**config.mk**
```make
export PLATFORM = sky130hd
export DESIGN_NAME = ripple_carry_adder
export DESIGN_NICKNAME = d
export VERILOG_FILES = /design/src/rtl/adder_pkg.sv /design/src/rtl/full_adder.sv /design/src/rtl/ripple_carry_adder.sv
export SDC_FILE = /design/constraint.sdc
export NUM_CORES = 1
export LEC_CHECK = 0
export ABC_CLOCK_PERIOD_IN_PS = 4200
export CORE_MARGIN = 1.5
export CORE_UTILIZATION = 30
export DETAILED_ROUTE_END_ITERATION = 10
export PLACE_DENSITY = 0.73
export SLEW_MARGIN = 5
export SYNTH_ARGS = -nofsm -noshare
export SYNTH_HDL_FRONTEND = slang
export SYNTH_SLANG_ARGS = --single-unit
```
**constraint.sdc**
```tcl
create_clock -name clk -period 4.2 [get_ports clk]
set_input_delay 0.84 -clock clk [delete_from_list [all_inputs] [get_ports clk]]
set_output_delay 0.84 -clock clk [all_outputs]
set_load 0.01 [all_outputs]
```
**src/rtl/adder_pkg.sv**
```systemverilog
// Shared definitions for the high-speed adder comparison set.
// Every adder in the set takes its default operand width from here so that
// results line up when the adders are compared against each other.
package adder_pkg;

  // Default operand and sum width in bits.
  localparam int unsigned DefaultWidth = 8;

endpackage

```
**src/rtl/full_adder.sv**
```systemverilog
// Single-bit full adder, purely combinational. This is the cell that the
// ripple chain is built from.
//   a, b : operand bits
//   cin  : carry into this bit
//   sum  : sum bit
//   cout : carry out of this bit
module full_adder (
  input  logic a,
  input  logic b,
  input  logic cin,
  output logic sum,
  output logic cout
);

  logic p;

  // p is the propagate term, reused by both the sum and the carry.
  assign p    = a ^ b;
  assign sum  = p ^ cin;
  assign cout = (a & b) | (cin & p);

endmodule

```
**src/rtl/ripple_carry_adder.sv**
```systemverilog
// Unsigned ripple-carry adder with registered outputs. This is the
// area-minimal baseline of the adder set: WIDTH full adders are chained so
// that the carry moves strictly one bit at a time. The sum and carry-out are
// captured on every rising clock edge, giving one cycle of latency and one
// addition per cycle.
//   clk  : rising-edge clock
//   rst  : synchronous reset, active-high; clears sum and cout
//   a, b : unsigned operands, WIDTH bits
//   cin  : carry into bit 0
//   sum  : registered sum, WIDTH bits
//   cout : registered carry out of bit WIDTH-1
module ripple_carry_adder
  import adder_pkg::*;
#(
  parameter int unsigned WIDTH = DefaultWidth
) (
  input  logic             clk,
  input  logic             rst,
  input  logic [WIDTH-1:0] a,
  input  logic [WIDTH-1:0] b,
  input  logic             cin,
  output logic [WIDTH-1:0] sum,
  output logic             cout
);

  // carry[i] is the carry into bit i; carry[WIDTH] is the final carry-out.
  logic [WIDTH:0]   carry;
  logic [WIDTH-1:0] sum_d;

  assign carry[0] = cin;

  for (genvar i = 0; i < WIDTH; i++) begin : g_bit
    full_adder u_fa (
      .a    (a[i]),
      .b    (b[i]),
      .cin  (carry[i]),
      .sum  (sum_d[i]),
      .cout (carry[i+1])
    );
  end

  always_ff @(posedge clk) begin
    if (rst) begin
      sum  <= '0;
      cout <= 1'b0;
    end else begin
      sum  <= sum_d;
      cout <= carry[WIDTH];
    end
  end

endmodule

```
==> qor.txt <==
clk slew on worst S/H paths - 0.06 ns
# setup viols final - 0
hold path endpoint - sum[0]
die height - 40.2 um
post-layout min period - 4.01 ns
core area - 0.00130 mm^2
vias in the first global route - 306
Root Buffer - clkbuf_4
Hold Crit Depth - 4
Max stage delay on crit path - 0.41 ns
Netlist Area Pre-Place - 415 um^2
Synth Register Bits - 9
worst setup margin - 0.195 ns
Post-Synthesis Net Count - 60
Max-slew headroom - 81.3%
Clk pwr share - 27.6%
worst slew pin tran - 0.280 ns
Buf/Inv on CP - 4
CTS Sinks - 9
area leader, netlist - dfxtp_1
initial antenna violation count - 0
PwrDens - 309 mW/mm^2
Reg power frac - 42.9%
Ant. Diodes - 0
internal power - 0.000177 W
Yosys top cell area share - 43.4%
DRT iter0 DRCs - 4
Post-Syn Instances - 33
most frequent cells in the layout - 27 x clkdlybuf4s50_1, 9 x dfxtp_1, 7 x inv_1
via count - 313
global-route wire length before repair - 1060 um
register area share after synthesis - 43.4%
worst-path cell chain - clkdlybuf4s50_1 -> inv_1 -> fa_1 -> inv_1 -> fa_2 -> fa_2 -> fa_2 -> fa_2 -> fa_2 -> fa_1 -> inv_1 -> fa_1 -> nor2_1
leading cell type in the layout, fill and taps excluded - clkdlybuf4s50_1
critical path endpoint category - register
CP Class - primary input to register
Max Slew Vio Count - 0
final routed DRC violation total - 0
Detail Route Antenna Nets - 0
crit-path leading delay family - adder cells
# IOs - 28
Pre-Repair DR Iteration Count - 4
post-placement cell count - 75
drt wl/cell - 8.28 um
GRT overflow - 0
Via-to-Cell Ratio - 3.96
Achievable Freq - 250 MHz
Bufs on Longest Clock Path - 2
HPWL Detailed - 604 um
top area cells in the synthesized netlist - dfxtp_1 43%, fa_1 39%, nor2b_1 9.0%, inv_1 6.3%, nor2_1 2.7%
Netlist cell types - 5
overall power - 0.000229 W
Syn. warnings - 0
final cell count without fillers - 79
hold path start - b[0]
IO Port Bufs - 27
CP max-delay cell - clkdlybuf4s50_1
worst path required time - 4.39 ns
Syn Area/Cell - 12.6 um^2
layout cell share with drive strength beyond 1 - 12.5%
worst slack at placement - -0.291 ns
Hold WC Path Type - primary input to register
largest net degree at the start of global routing - 10
Global Route Usage Sum - 11.6%
row cnt - 13
Final nets - 92
DIE AREA - 0.00162 mm^2
H-tree depth - 1
crit path DAT - 4.19 ns
RSZ-0062 raised after global routing - no
Leak - 0.304 nW
post-CTS setup repair buffer count - 0
overall die width - 40.2 um
Total Wirelength - 654 um
Num CTS Buffers - 3
crit share post-route - 95.4%
outcome - completed
CP Launch Type - primary input
sw frac - 23.0%
Crit Path Max Fanout - 1
VDD IR max - 0.139 mV
Fin. Hold Viols - 0
MaxCap Viol Count - 0
initial core utilization - 31.9%
Net Switching - 0.0000528 W
P&R area growth vs syn - 78.9%
logic gate share of total power - 29.5%
Final Wtd Congestion - 0.670
CTS tree - done
CP most frequent cell - fa_2
## synthesized netlist by cell type
cell,count
nor2_1,3
dfxtp_1,9
fa_1,8
nor2b_1,6
inv_1,7
## power groups by stage
stage	clock (W)	sequential, W	combinational, W
4_1_cts	0.0000661	0.0000984	0.0000681
3_5_place_dp	0	0.000100	0.0000675
3_3_place_gp	0	0.000100	0.0000672
6_report	0.0000633	0.0000983	0.0000678
2_1_floorplan	0	0.000106	0.0000185
5_1_grt	0.0000700	0.0000991	0.0000776
## per-layer routing
layer	up-vias	global-route usage [%]	share of wire (%)
li1	154	-	-
met1	137	9.86	34
met2	18	17.7	52
met3	4	3.33	7.0
met4	0	17.5	6.9
met5	-	0	0
## logic make-up after synthesis
logic type	synth area share, %
buffers and inverters	6.33
DFF	43.4
adders and majority gates	38.6
and+or+nand+nor	11.7
## sequential cells by signal (all words and copies together), names as in the netlist
| name | cells |
|---|---|
| sum | 8 |
| cout | 1 |
## through the flow
step / setup TNS [ns] / area, um^2 / hold slack (ns) / util (%)
finish: 0 / 743 / 1.29 / 57.1
global route: 0 / 743 / 1.32 / 57.1
CTS: 0 / 733 / 1.28 / 56.3
detailed placement: -0.350 / 704 / 1.55 / 54.1
global placement: -0.247 / 704 / 1.54 / 54.1
floorplan: 0 / 415 / 0.907 / -
## area by class of cell
class	instances	area, um^2
Fill cell	118	558
Timing Repair Buffer	27	270
Multi-Input combinational cell	17	221
Sequential cell	9	180
Clock buffer	4	26.3
Inverter	7	26.3
Tap cell	15	18.8
## worst max path at each step
stage | start | end | cells past startpoint
3_5_place_dp | a[0] | sum[7] | 13
5_1_grt | a[0] | sum[7] | 13
4_1_cts | a[0] | sum[7] | 13
6_report | a[0] | sum[7] | 13
3_3_place_gp | a[0] | sum[7] | 13
2_1_floorplan | a[0] | sum[7] | 12
## repair_timing
item | CTS | global route
hold buffers | 0 | 0
gates resized for setup | 1 | 4
endpoints found under the setup margin | 1 | 1
pin swaps | 0 | 0
endpoints found under the hold margin | 0 | 0
Power figures use the tool's default switching activity.
